===== src/rtl/noc_packetizer_pkg.sv =====
// Shared NoC header layout and local stream types for the packetizer and the router arbiter.
// The router decodes noc_header_t from TDATA, so any field change here must land in both places.
package noc_packetizer_pkg;

    localparam int AXIS_DATA_WIDTH = 32;
    localparam int MAX_ROUTERS_X   = 4;
    localparam int MAX_ROUTERS_Y   = 4;
    localparam int MAX_PAYLOAD     = 16;

    localparam int X_W   = $clog2(MAX_ROUTERS_X);
    localparam int Y_W   = $clog2(MAX_ROUTERS_Y);
    localparam int LEN_W = $clog2(MAX_PAYLOAD);

    localparam int DST_X_OFF  = 0;
    localparam int DST_Y_OFF  = DST_X_OFF + X_W;
    localparam int SRC_X_OFF  = DST_Y_OFF + Y_W;
    localparam int SRC_Y_OFF  = SRC_X_OFF + X_W;
    localparam int LEN_OFF    = SRC_Y_OFF + Y_W;
    localparam int HDR_USED_W = LEN_OFF + LEN_W;
    localparam int HDR_PAD_W  = AXIS_DATA_WIDTH - HDR_USED_W;

    // Declared MSB first, so dstX lands on bit 0 of TDATA.
    typedef struct packed {
        logic [HDR_PAD_W-1:0] pad;
        logic [LEN_W-1:0]     len;
        logic [Y_W-1:0]       srcY;
        logic [X_W-1:0]       srcX;
        logic [Y_W-1:0]       dstY;
        logic [X_W-1:0]       dstX;
    } noc_header_t;

    typedef struct packed {
        logic [AXIS_DATA_WIDTH-1:0] tdata;
        logic                       tvalid;
        logic                       tlast;
    } axis_mosi_t;

    typedef struct packed {
        logic tready;
    } axis_miso_t;

    typedef enum logic [1:0] {
        IDLE,
        HEADER,
        PAYLOAD
    } pkt_state_e;

    function automatic noc_header_t buildHeader(
        input logic [X_W-1:0]   dstX,
        input logic [Y_W-1:0]   dstY,
        input logic [X_W-1:0]   srcX,
        input logic [Y_W-1:0]   srcY,
        input logic [LEN_W-1:0] len
    );
        noc_header_t hdr;
        hdr      = '0;
        hdr.dstX = dstX;
        hdr.dstY = dstY;
        hdr.srcX = srcX;
        hdr.srcY = srcY;
        hdr.len  = len;
        return hdr;
    endfunction

endpackage


===== src/rtl/noc_packetizer_credit.sv =====
// Outstanding-packet counter: +1 per sent packet, -1 per returned response, saturating,
// with a sticky error when a response arrives while nothing is outstanding.
module noc_credit_counter
    import noc_packetizer_pkg::*;
#(
    parameter int MAX   = 5,
    parameter int CNT_W = $clog2(MAX + 1)
) (
    input  logic             clk_i,
    input  logic             rst_n_i,
    input  logic             inc_i,
    input  logic             dec_i,
    output logic [CNT_W-1:0] count_o,
    output logic             err_o
);

    logic [CNT_W-1:0] count_q, count_d;
    logic             err_q, err_d;

    // A simultaneous send and response cancel out and leave the count alone.
    always_comb begin
        count_d = count_q;
        err_d   = err_q;
        if (inc_i && !dec_i) begin
            if (count_q != CNT_W'(MAX)) begin
                count_d = count_q + CNT_W'(1);
            end
        end else if (dec_i && !inc_i) begin
            if (count_q == '0) begin
                err_d = 1'b1;
            end else begin
                count_d = count_q - CNT_W'(1);
            end
        end
    end

    always_ff @(posedge clk_i or negedge rst_n_i) begin
        if (!rst_n_i) begin
            count_q <= '0;
            err_q   <= 1'b0;
        end else begin
            count_q <= count_d;
            err_q   <= err_d;
        end
    end

    assign count_o = count_q;
    assign err_o   = err_q;

endmodule


===== src/rtl/noc_packetizer.sv =====
// Transmit-side NoC endpoint: wraps a command plus a raw payload stream into a header-first
// AXI-Stream packet for the router, throttled by an outstanding-response credit count.
module noc_packetizer
    import noc_packetizer_pkg::*;
#(
    parameter  int ROUTER_X                = 0,
    parameter  int ROUTER_Y                = 0,
    parameter  int MAXIMUM_PACKAGES_NUMBER = 5,
    localparam int CNT_W                   = $clog2(MAXIMUM_PACKAGES_NUMBER + 1)
) (
    input  logic                       clk_i,
    input  logic                       rst_n_i,
    input  logic                       cmd_valid_i,
    output logic                       cmd_ready_o,
    input  logic [X_W-1:0]             cmd_x_i,
    input  logic [Y_W-1:0]             cmd_y_i,
    input  logic [LEN_W-1:0]           cmd_len_i,
    input  logic                       pld_valid_i,
    output logic                       pld_ready_o,
    input  logic [AXIS_DATA_WIDTH-1:0] pld_data_i,
    output axis_mosi_t                 out_mosi_o,
    input  axis_miso_t                 out_miso_i,
    input  logic                       resp_done_i,
    output logic [CNT_W-1:0]           outstanding_o,
    output logic                       credit_err_o
);

    pkt_state_e       state_q;
    noc_header_t      hdr_q;
    logic             hdrValid_q;
    logic [LEN_W-1:0] beatCnt_q;
    logic             live_q;
    logic             cmdFire;
    logic             pldFire;
    logic             lastBeat;

    // live_q keeps cmd_ready_o low until the first clock edge after reset is released.
    assign cmd_ready_o = live_q && (state_q == IDLE)
                         && (outstanding_o < CNT_W'(MAXIMUM_PACKAGES_NUMBER));
    assign cmdFire     = cmd_valid_i && cmd_ready_o;
    assign pld_ready_o = (state_q == PAYLOAD) && out_miso_i.tready;
    assign pldFire     = pld_valid_i && pld_ready_o;
    assign lastBeat    = (beatCnt_q == hdr_q.len);

    always_ff @(posedge clk_i or negedge rst_n_i) begin
        if (!rst_n_i) begin
            state_q    <= IDLE;
            hdr_q      <= '0;
            hdrValid_q <= 1'b0;
            beatCnt_q  <= '0;
            live_q     <= 1'b0;
        end else begin
            live_q <= 1'b1;
            case (state_q)
                IDLE: begin
                    if (cmdFire) begin
                        hdr_q      <= buildHeader(cmd_x_i, cmd_y_i, X_W'(ROUTER_X),
                                                  Y_W'(ROUTER_Y), cmd_len_i);
                        hdrValid_q <= 1'b1;
                        state_q    <= HEADER;
                    end
                end
                HEADER: begin
                    if (out_miso_i.tready) begin
                        hdrValid_q <= 1'b0;
                        beatCnt_q  <= '0;
                        state_q    <= PAYLOAD;
                    end
                end
                PAYLOAD: begin
                    if (pldFire) begin
                        if (lastBeat) begin
                            state_q <= IDLE;
                        end else begin
                            beatCnt_q <= beatCnt_q + LEN_W'(1);
                        end
                    end
                end
                default: state_q <= IDLE;
            endcase
        end
    end

    // Payload beats bypass any register so the upstream source sees TREADY directly.
    always_comb begin
        out_mosi_o = '0;
        case (state_q)
            HEADER: begin
                out_mosi_o.tdata  = hdr_q;
                out_mosi_o.tvalid = hdrValid_q;
            end
            PAYLOAD: begin
                out_mosi_o.tdata  = pld_data_i;
                out_mosi_o.tvalid = pld_valid_i;
                out_mosi_o.tlast  = lastBeat;
            end
            default: out_mosi_o = '0;
        endcase
    end

    noc_credit_counter #(
        .MAX   (MAXIMUM_PACKAGES_NUMBER),
        .CNT_W (CNT_W)
    ) u_credit (
        .clk_i   (clk_i),
        .rst_n_i (rst_n_i),
        .inc_i   (cmdFire),
        .dec_i   (resp_done_i),
        .count_o (outstanding_o),
        .err_o   (credit_err_o)
    );

endmodule

===== config.mk =====
export PLATFORM = sky130hd
export DESIGN_NAME = noc_packetizer
export DESIGN_NICKNAME = d
export VERILOG_FILES = /design/src/rtl/noc_packetizer_pkg.sv /design/src/rtl/noc_packetizer_credit.sv /design/src/rtl/noc_packetizer.sv
export SDC_FILE = /design/constraint.sdc
export NUM_CORES = 1
export LEC_CHECK = 0
export BUFFER_PORTS_ARGS = -buffer_cell sky130_fd_sc_hd__buf_2
export CAP_MARGIN = 20
export CELL_PAD_IN_SITES_DETAIL_PLACEMENT = 1
export CELL_PAD_IN_SITES_GLOBAL_PLACEMENT = 2
export CORE_AREA = 2 2 68 102
export CTS_CLUSTER_DIAMETER = 150
export DETAILED_ROUTE_END_ITERATION = 7
export DIE_AREA = 0 0 70 104
export GPL_TIMING_DRIVEN = 0
export PLACE_DENSITY = 0.84
export SLEW_MARGIN = 20
export SYNTH_ARGS = -nofsm -noshare
export SYNTH_HDL_FRONTEND = slang
export SYNTH_SLANG_ARGS = --single-unit
export TNS_END_PERCENT = 10

===== constraint.sdc =====
create_clock -name clk_i -period 3.2 [get_ports clk_i]
set_input_delay 0 -clock clk_i [delete_from_list [all_inputs] [get_ports clk_i]]
set_output_delay 0 -clock clk_i [all_outputs]
set_load 0.02 [all_outputs]

==> flow_metrics.env <==
export IMPL_crit_fanout=10
export IMPL_ant_nets=0
export IMPL_cts_sinks=20
export IMPL_crit_top_cell="inv_1"
export IMPL_tightest_slew_ns=0.710
export IMPL_synth_area_um2=1480
export IMPL_critPathLaunchType="register"
export IMPL_initial_core_util=0.231
export IMPL_crit_family="adder cells"
export IMPL_cts_tree="yes"
export IMPL_routed_via_count=1473
export IMPL_grt_max_degree=21
export IMPL_finalWorstSetupSlack_ns=0.520
export IMPL_path_buf_inv=4
export IMPL_antenna_found_initial=0
export IMPL_yosys_top_cells_area="dfrtp_1, and2_1, mux2_2"
export IMPL_synth_top_area_frac=0.338
export IMPL_skew_ns=0.00646
export IMPL_yosys_area_top_type="dfrtp_1"
export IMPL_dr_first_iter_drc_count=55
export IMPL_ys_ff_latch=20
export IMPL_drive_gt1_frac=0.398
export IMPL_grt_use_total=0.129
export IMPL_path_clk_slew_ns=0.08
export IMPL_status="finished clean"
export IMPL_rows=36
export IMPL_p_total_w=0.00171
export IMPL_synthTopCellsByCount="and2_1, dfrtp_1, nor2b_1"
export IMPL_synth_most_common_cell="and2_1"
export IMPL_die_h_um=104
export IMPL_wire_per_inst_um=13.9
export IMPL_cts_buffers=3
export IMPL_gp_congestion=0.753
export IMPL_placed_cells=319
export IMPL_power_density_nw_per_um2=797
export IMPL_die_area_um2=7280
export IMPL_final_nets=309
export IMPL_drv_cap=0
export IMPL_die_width_um=70
export IMPL_dpl_hpwl_um=3560
export IMPL_worst_ir_drop_vdd_mv=0.344
export IMPL_instances_no_fill=332
export IMPL_ios=86
export IMPL_synthFlopType="dfrtp_1"
export IMPL_insertion_delay_ns=0.27
export IMPL_syn_nets=210
export IMPL_fmax_ghz=0.373
export IMPL_clockRootBuffer="clkbuf_8"
export IMPL_syn_instance_count=158
export IMPL_hold_class="input port to register"
export IMPL_crit_slowest_cell="dfrtp_1"
export IMPL_synth_edf_count=0
export IMPL_ys_warn_count=0
export IMPL_diodes=0
export IMPL_slowest_delay_ns=0.44
export IMPL_crit_path_end_kind="register"
export IMPL_crit_type="register to register"
export IMPL_p_leak_nw=1.14
export IMPL_worstPathRequired_ns=3.39
export IMPL_drcViolationCount=0
export IMPL_yosysSeqAreaShare=0.338
export IMPL_syn_to_final_growth_pct=45.0
export IMPL_drv_slew=0
export IMPL_pre_cts_slack_ns=0.548
export IMPL_firstDrtPassIters=4
export IMPL_io_buffer_count=85
export IMPL_clock_path_buffers=2
export IMPL_async_reset_ff_frac=1.00
export IMPL_finalHoldViolCount=0
export IMPL_path_cells="inv_1, ha_1, inv_1, or3_1, buf_6, buf_8, nand2b_1, fa_1, o32a_1, mux2i_1"
export IMPL_rsz0062_at_grt="no"
export IMPL_viasPerCell=4.44
export IMPL_grt_pass1_wl_um=7720
export IMPL_grt_overflow_total=0
export IMPL_synth_cell_types=39
export IMPL_fin_crit_sh=0.837
export IMPL_maxSlewHeadroom=0.522
export IMPL_finalCriticalPeriod_ns=2.68
export IMPL_arrival_ns=2.87
export IMPL_cts_htree_levels=1
export IMPL_avgSynthCellArea_um2=9.37
export IMPL_design_core_area_um2=6400
export IMPL_setup_viol=0
export IMPL_final_setup_tns_ns=0
export IMPL_grt_pass1_vias=1573
export IMPL_totalWireLength_um=4630
## kinds of logic (layout without fill, tap and decap cells)
kind of cell	after synthesis	in the layout	synth area share
simple gates	65	65	0.248
compound gates	29	29	0.146
flops	20	20	0.338
buf+inv	17	115	0.0659
mux	15	15	0.114
fa+ha+maj	6	6	0.0558
xor+xnor	5	5	0.0296
other cells	1	1	0.00253
## final timing paths
kind / cells past startpoint / startpoint / slack, ns / end
max: 10 / state_q[1] / 0.52 / u_credit.count_o[2]
min: 3 / out_miso_i / 0.08 / hdrValid_q
max reg2reg: 10 / state_q[1] / 0.52 / u_credit.count_o[2]
min reg2reg: 2 / u_credit.err_o / 0.48 / u_credit.err_o
max in group asynchronous: 2 / rst_n_i / 2.66 / u_credit.count_o[1]
min in group asynchronous: 2 / rst_n_i / 0.22 / beatCnt_q[3]
## timing repair
| item | in CTS | in global routing |
|---|---|---|
| buffers inserted | 0 | 0 |
| hold buffers | 9 | 0 |
| hold endpoints to repair | 28 | 0 |
| resized for setup | 0 | 0 |
## flip-flops by register name, summed over array words and instances (netlist names)
signal            count
state_q               2
hdr_q                 8
live_q                1
u_credit.err_o        1
beatCnt_q             4
u_credit.count_o      3
hdrValid_q            1
## placed cells by master, fill, tap and decap left out, drive strengths merged, types with 2 or more instances in the layout
| cell | count |
|---|---|
| and2 | 26 |
| inv | 7 |
| dfrtp | 20 |
| ha | 5 |
| xor2 | 5 |
| nand4 | 2 |
| clkbuf | 10 |
| o21ai | 6 |
| nand2b | 3 |
| dlygate4sd3 | 9 |
| nor2b | 12 |
| mux2i | 6 |
| nand2 | 9 |
| buf | 89 |
| a22oi | 9 |
| and3 | 3 |
| mux2 | 9 |
| nor2 | 6 |
## final cells by class
cell class / instances / area (um^2)
Fill cell: 795 / 4250
Multi-Input combinational cell: 121 / 882
Timing Repair Buffer: 94 / 515
Sequential cell: 20 / 500
Tap cell: 76 / 95.1
Buffer: 10 / 71.3
Clock buffer: 4 / 55.1
Inverter: 7 / 26.3
## power breakdown
| group | internal, W | switching (W) | total (W) |
|---|---|---|---|
| combinational | 0.000468 | 0.000603 | 0.00107 |
| clock | 0.000110 | 0.0000929 | 0.000203 |
| sequential | 0.000349 | 0.0000879 | 0.000437 |
| total | 0.000927 | 0.000784 | 0.00171 |
## worst reg2reg max path, cell delays in order, from the launching register on
cell,delay (ns)
dfrtp_1,0.44
inv_1,0.13
ha_1,0.24
inv_1,0.09
or3_1,0.39
buf_6,0.16
buf_8,0.14
nand2b_1,0.15
fa_1,0.40
o32a_1,0.36
mux2i_1,0.11
## per-stage QoR
| step | hold slack [ns] | util | instance area (um^2) |
|---|---|---|---|
| 4_1_cts | 0.0828 | 0.335 | 2150 |
| 2_1_floorplan | -0.296 | - | 1480 |
| 3_3_place_gp | -0.0137 | 0.313 | 2000 |
| 3_5_place_dp | -0.00668 | 0.313 | 2000 |
| 5_1_grt | 0.110 | 0.335 | 2150 |
| 6_report | 0.0843 | 0.335 | 2150 |
## per-layer routing
| metal | up-vias | global-route usage | wire, um |
|---|---|---|---|
| met5 | - | 0 | 0 |
| met4 | 0 | 0.0330 | 48 |
| met3 | 4 | 0.0165 | 129 |
| met2 | 31 | 0.241 | 2540 |
| met1 | 700 | 0.153 | 1910 |
| li1 | 738 | - | - |
Power figures use the tool's default switching activity.
